===== config.mk =====
export PLATFORM = sky130hd
export DESIGN_NAME = seven_seg_scan_ctrl
export DESIGN_NICKNAME = d
export VERILOG_FILES = /design/src/rtl/seven_seg_scan_ctrl.sv
export SDC_FILE = /design/constraint.sdc
export NUM_CORES = 1
export LEC_CHECK = 0
export ABC_AREA = 1
export CAP_MARGIN = 20
export CORE_MARGIN = 2
export CORE_UTILIZATION = 30
export DETAILED_ROUTE_END_ITERATION = 10
export PLACE_DENSITY = 0.44
export SYNTH_ARGS = -nofsm -noshare
export SYNTH_HDL_FRONTEND = slang
export SYNTH_SLANG_ARGS = --single-unit

===== constraint.sdc =====
create_clock -name clk -period 4.7 [get_ports clk]
set_input_delay 0.94 -clock clk [delete_from_list [all_inputs] [get_ports clk]]
set_output_delay 0.94 -clock clk [all_outputs]
set_load 0.02 [all_outputs]

===== src/rtl/seven_seg_scan_ctrl.sv =====
// Scan scheduler for an N-digit multiplexed 7-segment display.
// Each digit slot runs DEAD (anodes dark), then ON (PWM window), then OFF.
// A pending/active double buffer swaps only at frame boundaries.
module seven_seg_scan_ctrl #(
  parameter int unsigned NDIGITS     = 4,
  parameter int unsigned DEAD_CYCLES = 1000,
  parameter int unsigned ON_STEP     = 12375
) (
  input  logic                   clk,
  input  logic                   rst_n,
  input  logic                   en,
  input  logic [4*NDIGITS-1:0]   bcd_in,
  input  logic [NDIGITS-1:0]     dp_in,
  input  logic                   load,
  output logic                   load_ready,
  input  logic                   blank_lz,
  input  logic [2:0]             bright,
  output logic [3:0]             bcd_out,
  output logic                   dp_out,
  output logic [NDIGITS-1:0]     anode,
  output logic                   frame_done
);

  localparam int unsigned SLOT_MAX = (DEAD_CYCLES > 8 * ON_STEP) ? DEAD_CYCLES : 8 * ON_STEP;
  localparam int unsigned CNT_W    = $clog2(SLOT_MAX + 1);
  localparam int unsigned IDX_W    = (NDIGITS > 1) ? $clog2(NDIGITS) : 1;

  typedef enum logic [1:0] {S_IDLE, S_DEAD, S_ON, S_OFF} state_e;

  state_e               state_q, state_d;
  logic [IDX_W-1:0]     idx_q, idx_d;
  logic [CNT_W-1:0]     cnt_q, cnt_d;
  logic [2:0]           bright_q, bright_d;
  logic [4*NDIGITS-1:0] active_bcd_q, pend_bcd_q;
  logic [NDIGITS-1:0]   active_dp_q, pend_dp_q;
  logic                 pend_valid_q;

  logic                 slot_end;
  logic                 last_digit;
  logic [CNT_W-1:0]     dead_last, on_last, off_last;
  logic [NDIGITS-1:0]   blanked;
  logic                 zero_run;

  // Terminal counts of each phase; ON/OFF lengths follow the brightness held for this slot.
  assign dead_last  = CNT_W'(DEAD_CYCLES - 1);
  assign on_last    = CNT_W'(({29'd0, bright_q} + 32'd1) * ON_STEP - 32'd1);
  assign off_last   = CNT_W'((32'd7 - {29'd0, bright_q}) * ON_STEP - 32'd1);
  assign last_digit = (idx_q == IDX_W'(NDIGITS - 1));

  // Next-state logic: phase sequencing, slot counter, digit index, brightness capture.
  always_comb begin
    // NOTE: every variable gets a default first so no path leaves it unassigned (no latch).
    state_d  = state_q;
    idx_d    = idx_q;
    cnt_d    = cnt_q + CNT_W'(1);
    bright_d = bright_q;
    slot_end = 1'b0;
    if (!en) begin
      state_d = S_IDLE;
      idx_d   = '0;
      cnt_d   = '0;
    end else begin
      unique case (state_q)
        S_IDLE: begin
          state_d = S_DEAD;
          idx_d   = '0;
          cnt_d   = '0;
        end
        S_DEAD: begin
          if (cnt_q == '0) bright_d = bright;
          if (cnt_q == dead_last) begin
            state_d = S_ON;
            cnt_d   = '0;
          end
        end
        S_ON: begin
          if (cnt_q == on_last) begin
            if (bright_q == 3'd7) begin
              slot_end = 1'b1;
            end else begin
              state_d = S_OFF;
              cnt_d   = '0;
            end
          end
        end
        S_OFF: begin
          if (cnt_q == off_last) slot_end = 1'b1;
        end
        default: state_d = S_IDLE;
      endcase
    end
    if (slot_end) begin
      state_d = S_DEAD;
      cnt_d   = '0;
      idx_d   = last_digit ? '0 : idx_q + IDX_W'(1);
    end
  end

  assign frame_done = slot_end && last_digit;
  assign load_ready = !pend_valid_q;

  // Scan state registers.
  always_ff @(posedge clk or negedge rst_n) begin
    if (!rst_n) begin
      state_q  <= S_IDLE;
      idx_q    <= '0;
      cnt_q    <= '0;
      bright_q <= '0;
    end else begin
      // NOTE: non-blocking assignments so every register samples pre-edge values.
      state_q  <= state_d;
      idx_q    <= idx_d;
      cnt_q    <= cnt_d;
      bright_q <= bright_d;
    end
  end

  // Double buffer: loads fill pending, frame boundary promotes pending to active.
  always_ff @(posedge clk or negedge rst_n) begin
    if (!rst_n) begin
      // NOTE: display buffers are reset so a fresh power-up shows zeros, not garbage.
      active_bcd_q <= '0;
      active_dp_q  <= '0;
      pend_bcd_q   <= '0;
      pend_dp_q    <= '0;
      pend_valid_q <= 1'b0;
    end else if (frame_done && pend_valid_q) begin
      active_bcd_q <= pend_bcd_q;
      active_dp_q  <= pend_dp_q;
      pend_valid_q <= 1'b0;
    end else if (load && !pend_valid_q) begin
      pend_bcd_q   <= bcd_in;
      pend_dp_q    <= dp_in;
      pend_valid_q <= 1'b1;
    end
  end

  // Leading-zero mask: digit k blanks when it and all higher digits are zero; digit 0 never.
  always_comb begin
    blanked  = '0;
    zero_run = 1'b1;
    for (int k = NDIGITS - 1; k >= 1; k--) begin
      zero_run   = zero_run && (active_bcd_q[4*k +: 4] == 4'd0);
      blanked[k] = blank_lz && zero_run;
    end
  end

  // Display outputs: anode only in ON for an unblanked digit; dp gated by that anode.
  always_comb begin
    anode   = '0;
    bcd_out = active_bcd_q[4*idx_q +: 4];
    if (state_q == S_ON && !blanked[idx_q]) anode = NDIGITS'(1) << idx_q;
    dp_out  = active_dp_q[idx_q] && anode[idx_q];
  end

endmodule

==> metrics, run 1 <==
status=finished with violations; violated checks=setup timing; Detailed Route WL=18,390 microns; proportion of register bits with asynchronous set or reset after synthesis=100.0%; unrepaired setup endpoints after global routing=true; maximum buffer depth of the clock tree=2; via count of the first global-routing pass=5,762; antenna violation net count after detailed routing=0; R2R Setup Slk=-190 ps; Netlist Area Pre-Place=0.005762 sq mm; flip-flop and latch area=0.001630 sq mm; period utilisation layout=106.3%; TritonCTS Buffers=9; gpl congestion=0.9072; synthesized instance count=761; effective utilization at floorplan=30.70%; drt pass-1 iters=4; worst hold margin=481.8 ps; clock tree root buffer cell=sky130_fd_sc_hd__clkbuf_16; detailed-route vias per instance=4.868; Die Span X=142.6 microns; clock latency reported for the late side of the worst-skew pair=340 ps; Post-Synthesis Net Count=846; number of DRC markers after the initial detailed-route iteration=275; Sum Neg Setup Slack=-2977 ps; critical path capture point type=output port; count of input and output buffers=38; CP max FO=4; library cell occupying the most area in the post-synthesis netlist=sky130_fd_sc_hd__dfrtp_1; die height=142.6 microns; Final #Nets=992; max incr delay on CP=550 ps; worst reg-to-reg path cell count=33; Slowest-stage cell, CP=sky130_fd_sc_hd__fa_2; number of failing hold endpoints at the final stage=0; setup slack after layout=-295.9 ps; Detail Placement HPWL=14,350 microns; minimum period implied by the final worst setup slack=4996 ps; relative slew slack=44.28%; launch point of the worst hold path=active_bcd_q[5]; number of cells on the worst hold path=2; Site Rows=50; Antenna Cells=0; number of filler instances in the final layout=1,930; register area share after synthesis=28.23%; capture endpoint of the worst hold path=active_bcd_q[5]; remaining routing DRC violations=0; CTS Hold Buffers Added=0; data required time of the worst path=3760 ps; post-DR wirelength/cell=16.05 microns; GRT Overall Usage=18.58%; number of synthesized flops with an enable pin=0; core area=0.01877 sq mm; cells taking the most area after synthesis=sky130_fd_sc_hd__dfrtp_1 28%, sky130_fd_sc_hd__nand2_1 12%, sky130_fd_sc_hd__ha_1 12%; clock net sink count=65; CP Class=register to output port; main flop type after synthesis=sky130_fd_sc_hd__dfrtp_1; total global routing overflow=0; startpoint of the most critical register-to-register path=bright_q[1]; Crit path top cell by count=sky130_fd_sc_hd__ha_4; number of antenna violations at the first check in global routing=0; end of the worst register-to-register path=cnt_q[6]; die area=0.02033 sq mm; number of distinct standard cells referenced by the synthesized netlist=50; timing-limited maximum frequency=0.2002 GHz; critical path data arrival time=4060 ps; IO Count=39; largest net degree at the start of global routing=36; Multi-input gate area=0.003970 sq mm; final slew viol count=0; slew of the pin with the lowest slew margin=835.8 ps; TritonCTS clock tree=yes; share of the synthesized area in the top cell type=28.23%; synthesis-to-finish area growth=36.98%; clock-pin slew on the worst setup and hold paths=60 ps; Synth Register Bits=65; final worst clock skew=8.246 ps; hold crit path type=register to register; first-pass GRT wire length=29,430 microns; total of endpoints with negative setup slack in the final report=18; number of H-tree branching levels=3; number of violations of the max-capacitance limit=0; layout cell share with drive strength beyond 1=27.41%; average cell area after synthesis=7.571 sq um; number of warnings issued by yosys=0; routed vias=5,579; Cell Chain, Critical Path=ha_4 > ha_4 > ha_4 > inv_2 > ha_4 > or2_4 > fa_2 > ha_4 > a21o_1 > a21boi_2 > nor2_1 > nor2_1 > nand3_1 > nand3_1 > nand2_2 > nor2_2 > nand3_2 > nand2_4 > nand2_4 > nor2_4 > buf_6; CP Launch Type=register
## synth_stat cells, types with 2 or more instances
| library cell | number |
|---|---|
| sky130_fd_sc_hd__a21oi_2 | 2 |
| sky130_fd_sc_hd__nor2_1 | 54 |
| sky130_fd_sc_hd__nand3b_1 | 7 |
| sky130_fd_sc_hd__nor3_2 | 2 |
| sky130_fd_sc_hd__a31oi_1 | 3 |
| sky130_fd_sc_hd__o21ai_0 | 20 |
| sky130_fd_sc_hd__nand4_2 | 2 |
| sky130_fd_sc_hd__nand3_1 | 40 |
| sky130_fd_sc_hd__nor3_1 | 16 |
| sky130_fd_sc_hd__inv_2 | 2 |
| sky130_fd_sc_hd__nand3_2 | 2 |
| sky130_fd_sc_hd__dfrtp_1 | 65 |
| sky130_fd_sc_hd__clkbuf_1 | 4 |
| sky130_fd_sc_hd__a21boi_0 | 2 |
| sky130_fd_sc_hd__buf_2 | 7 |
| sky130_fd_sc_hd__ha_1 | 53 |
| sky130_fd_sc_hd__inv_1 | 88 |
| sky130_fd_sc_hd__xor2_1 | 39 |
| sky130_fd_sc_hd__nor2_2 | 10 |
| sky130_fd_sc_hd__nor2_4 | 2 |
| sky130_fd_sc_hd__nor4_1 | 5 |
| sky130_fd_sc_hd__a21oi_1 | 22 |
| sky130_fd_sc_hd__o21ai_1 | 2 |
| sky130_fd_sc_hd__a21o_1 | 2 |
| sky130_fd_sc_hd__fa_1 | 4 |
| sky130_fd_sc_hd__buf_4 | 3 |
| sky130_fd_sc_hd__xnor2_1 | 16 |
| sky130_fd_sc_hd__nand2_1 | 190 |
| sky130_fd_sc_hd__nand4_1 | 35 |
| sky130_fd_sc_hd__o31ai_1 | 2 |
| sky130_fd_sc_hd__nand2_2 | 6 |
| sky130_fd_sc_hd__clkbuf_2 | 2 |
| sky130_fd_sc_hd__mux2_2 | 23 |
| sky130_fd_sc_hd__buf_6 | 5 |
| sky130_fd_sc_hd__or2_2 | 5 |
| sky130_fd_sc_hd__o21ai_4 | 2 |
| sky130_fd_sc_hd__o22ai_1 | 4 |
## per-stage QoR
stage / setup WS (ps) / cells / instance area (sq um) / util (%)
3_5_place_dp: -542.4 / 1111 / 7092 / 37.79
5_1_grt: -498.5 / 1146 / 7893 / 42.05
4_1_cts: -332.6 / 1140 / 7661 / 40.82
6_report: -295.9 / 1146 / 7893 / 42.05
3_3_place_gp: -503.4 / 1111 / 7092 / 37.79
2_1_floorplan: 16.80 / 761 / 5816 / -
## worst max path at each step
stage	cells past startpoint	slack (ps)	end	from
final	21	-300	frame_done	bright_q[1]
after global routing	37	-500	cnt_q[15]	bright_q[1]
after CTS	23	-330	frame_done	bright_q[1]
after detailed placement	23	-540	frame_done	bright_q[1]
after global placement	22	-500	frame_done	bright_q[1]
after floorplan	22	20	frame_done	bright_q[1]
## layout make-up
cell class | count | share of cell area (%)
inverter | 91 | 4.375
clock inverter | 6 | 1.173
timing repair buffer | 157 | 16.88
sequential | 65 | 20.66
clock buffer | 10 | 2.901
tap | 234 | 3.710
multi-input combinational | 583 | 50.30
## state kept, by name, summed over array words and instances (netlist names)
| name | count |
|---|---|
| active_dp_q | 4 |
| cnt_q | 17 |
| bright_q | 3 |
| active_bcd_q | 16 |
| state_q | 2 |
| pend_dp_q | 4 |
| pend_valid_q | 1 |
| idx_q | 2 |
| pend_bcd_q | 16 |
## what timing repair did
action,CTS,global route
buffers inserted,13,4
endpoints found under the hold margin,0,0
pin swaps,20,20
gates cloned,0,2
setup endpoints to repair,1,21
gates resized for setup,39,32
## cell usage in the layout, fill, tap and decap left out, drive strengths merged, types with 4 or more instances in the layout
cell	instances
clkdlybuf4s50	36
buf	119
inv	89
xor2	39
mux2	23
xnor2	16
clkbuf	12
o22ai	4
or2	5
nor4	5
nand4	37
fa	4
a21oi	24
ha	53
nor3	18
nand2	197
nand3b	7
nand3	42
dfrtp	65
nor2	66
o21ai	24
## per-layer routing
layer	share of wire, %	GRT usage [%]	up-vias
met5	0	0	-
met4	2.5	6.253	0
met3	3.2	2.894	31
met2	51	33.32	106
met1	44	22.60	2668
li1	-	-	2774
## kinds of logic after synthesis
group | after synthesis | synth area share, %
buffers and inverters | 113 | 8.404
flip-flops | 65 | 28.23
XOR/XNOR | 55 | 8.360
AO/OA/AOI/OAI | 69 | 7.383
multiplexers | 23 | 4.495
adder cells (fa/ha/maj) | 57 | 12.90
AND/OR/NAND/NOR | 379 | 30.23
## critical path, delay by kind of cell, from the launching register on
kind | cells | cell delay (ps)
flip-flops | 1 | 440
adder cells (fa/ha/maj) | 6 | 1500
AO/OA/AOI/OAI | 2 | 440
AND/OR/NAND/NOR | 11 | 1170
buffers and inverters | 2 | 160
Power of run 1 is left out: the tool's default activity adds up to more than one toggle a clock period on the data nets, which glitch-free logic cannot reach.
==> run 2, diff against run 1 <==
- CORE_UTILIZATION: 30 -> 35
- PLACE_DENSITY: 0.44 -> 0.5
==> run 2 against run 1 <==
Effect of this change:
- the run still ends with setup timing left
- wire length shrank 4.7%
- via count shrank 1.4%
- critical path depth grew 2
- global-route usage grew 1.9 points
- worst setup slack gained 44 ps
- die area shrank 14%
==> metrics, run 2 (synthesized netlist as in run 1, its figures left out) <==
antenna violation net count after detailed routing=0; final slew viol count=0; violated checks=setup timing; number of H-tree branching levels=3; detailed-route vias per instance=4.941; core area=0.01600 sq mm; Site Rows=46; die area=0.01750 sq mm; clock-pin slew on the worst setup and hold paths=60 ps; leading cell type in the layout, fill and taps excluded=sky130_fd_sc_hd__nand2_1; crit path launch=bright_q[1]; number of DRC markers after the initial detailed-route iteration=245; final worst clock skew=9.431 ps; global routing usage on met2=36.40%; CP Launch Type=register; slew of the pin with the lowest slew margin=951.1 ps; Final #Nets=977; CP max FO=7; number of failing hold endpoints at the final stage=0; die height=132.3 microns; clock latency reported for the late side of the worst-skew pair=340 ps; effective utilization at floorplan=36.01%; launch point of the worst hold path=active_dp_q[1]; TritonCTS Buffers=9; gpl congestion=0.9011; largest registers=cnt_q: 17 flops, active_bcd_q: 16 flops, pend_bcd_q: 16 flops; drt pass-1 iters=5; via count of the first global-routing pass=5,721; number of antenna violations at the first check in global routing=0; post-DR wirelength/cell=15.74 microns; layout cell share with drive strength beyond 1=24.53%; Largest register FFs=17; status=finished with violations; period utilisation layout=105.4%; critical path data arrival time=4010 ps; unrepaired setup endpoints after global routing=true; first-pass GRT wire length=28,700 microns; total of endpoints with negative setup slack in the final report=20; timing-limited maximum frequency=0.2019 GHz; clock tree root buffer cell=sky130_fd_sc_hd__clkbuf_16; CP Class=register to output port; routed vias=5,499; startpoint of the most critical register-to-register path=bright_q[1]; top library cells by usage in the layout, fill and taps aside=185 x sky130_fd_sc_hd__nand2_1, 98 x sky130_fd_sc_hd__buf_4, 87 x sky130_fd_sc_hd__inv_1, 62 x sky130_fd_sc_hd__dfrtp_1, 48 x sky130_fd_sc_hd__nor2_1; number of violations of the max-capacitance limit=0; Antenna Cells=0; clock net sink count=65; minimum period implied by the final worst setup slack=4952 ps; Detailed Route WL=17,520 microns; Detail Placement HPWL=13,640 microns; Die Span X=132.3 microns; count of input and output buffers=38; hold crit path type=register to register; IO Count=39; peak-usage layer in the global routing report=met2; GRT Overall Usage=20.48%; worst hold margin=484.0 ps; largest net degree at the start of global routing=39; TritonCTS clock tree=yes; synthesis-to-finish area growth=33.33%; setup slack after layout=-251.8 ps; Global Route met1 Usage=24.25%; total global routing overflow=0; relative slew slack=36.59%; data required time of the worst path=3760 ps; maximum buffer depth of the clock tree=2; critical path capture point type=output port; remaining routing DRC violations=0; grt met3 use=3.191%; number of filler instances in the final layout=1,627; register bank with the most flops=cnt_q
## run 2: changes by cell type in the layout (fill, tap and decap cells not counted), moves of 4 or more
cell,before,now
sky130_fd_sc_hd__buf_4,112,98
sky130_fd_sc_hd__ha_1,38,44
sky130_fd_sc_hd__nand2_1,179,185
sky130_fd_sc_hd__ha_4,11,7
sky130_fd_sc_hd__nand2_2,14,10
## run 2: through the flow
step / instance area [sq um] / setup slack, ps / std cells / TNS, ps / utilization [%]
after floorplan: 5816 / 16.80 / 761 / 0 / -
after global placement: 6957 / -500.7 / 1078 / -500.7 / 43.48
after detailed placement: 6957 / -565.2 / 1078 / -565.2 / 43.48
after CTS: 7531 / -297.9 / 1104 / -1057 / 47.07
after global routing: 7682 / -458.5 / 1113 / -5015 / 48.01
final: 7682 / -251.8 / 1113 / -1800 / 48.01
## run 2: final timing paths
| check | end | slack [ps] | cells after the start |
|---|---|---|---|
| worst max-delay path | frame_done | -250 | 23 |
| worst min-delay path | active_dp_q[1] | 480 | 2 |
| worst max register to register | cnt_q[8] | -110 | 28 |
| worst min register to register | active_dp_q[1] | 480 | 2 |
| max in group asynchronous | active_bcd_q[8] | 3050 | 2 |
| min in group asynchronous | pend_bcd_q[15] | 750 | 1 |
## run 2: final cells by class
| class | instances | area [sq um] | share of cell area (%) |
|---|---|---|---|
| clock buffers | 10 | 229.0 | 2.980 |
| repair buffers | 142 | 1206 | 15.70 |
| well taps | 216 | 270.3 | 3.518 |
| multi-input cells | 583 | 3890 | 50.64 |
| flip-flops and latches | 65 | 1630 | 21.22 |
| inverters | 91 | 341.6 | 4.446 |
| clock inverters | 6 | 115.1 | 1.498 |
## run 2: critical path, cell delays in order (launching register included)
cell and delay [ps]:
sky130_fd_sc_hd__dfrtp_2 440, sky130_fd_sc_hd__ha_4 180, sky130_fd_sc_hd__ha_4 280, sky130_fd_sc_hd__buf_6 120, sky130_fd_sc_hd__ha_1 150, sky130_fd_sc_hd__inv_1 50, sky130_fd_sc_hd__ha_1 180, sky130_fd_sc_hd__or2_2 280
sky130_fd_sc_hd__ha_2 390, sky130_fd_sc_hd__buf_4 130, sky130_fd_sc_hd__xor2_1 180, sky130_fd_sc_hd__inv_1 60, sky130_fd_sc_hd__nand2_1 60, sky130_fd_sc_hd__nand2_1 70, sky130_fd_sc_hd__nor2_2 140, sky130_fd_sc_hd__nand3_1 100
sky130_fd_sc_hd__nor2_1 120, sky130_fd_sc_hd__nand4_1 120, sky130_fd_sc_hd__nor2_2 140, sky130_fd_sc_hd__nand3_2 120, sky130_fd_sc_hd__nand2_4 100, sky130_fd_sc_hd__nand2_4 50, sky130_fd_sc_hd__nor2_4 90, sky130_fd_sc_hd__buf_6 120
## run 2: repair_timing
action / in CTS / in global routing
cloned: 0 / 1
gates resized for setup: 41 / 12
hold buffers: 0 / 0
pin swaps: 20 / 10
setup buffers: 10 / 8
setup endpoints to repair: 1 / 21
## run 2: metal layers
metal	up-vias	share of wire (%)
li1	2755	-
met1	2578	43
met2	117	50
met3	49	3.3
met4	0	3.7
met5	-	0
Power of run 2 is left out for the same reason.
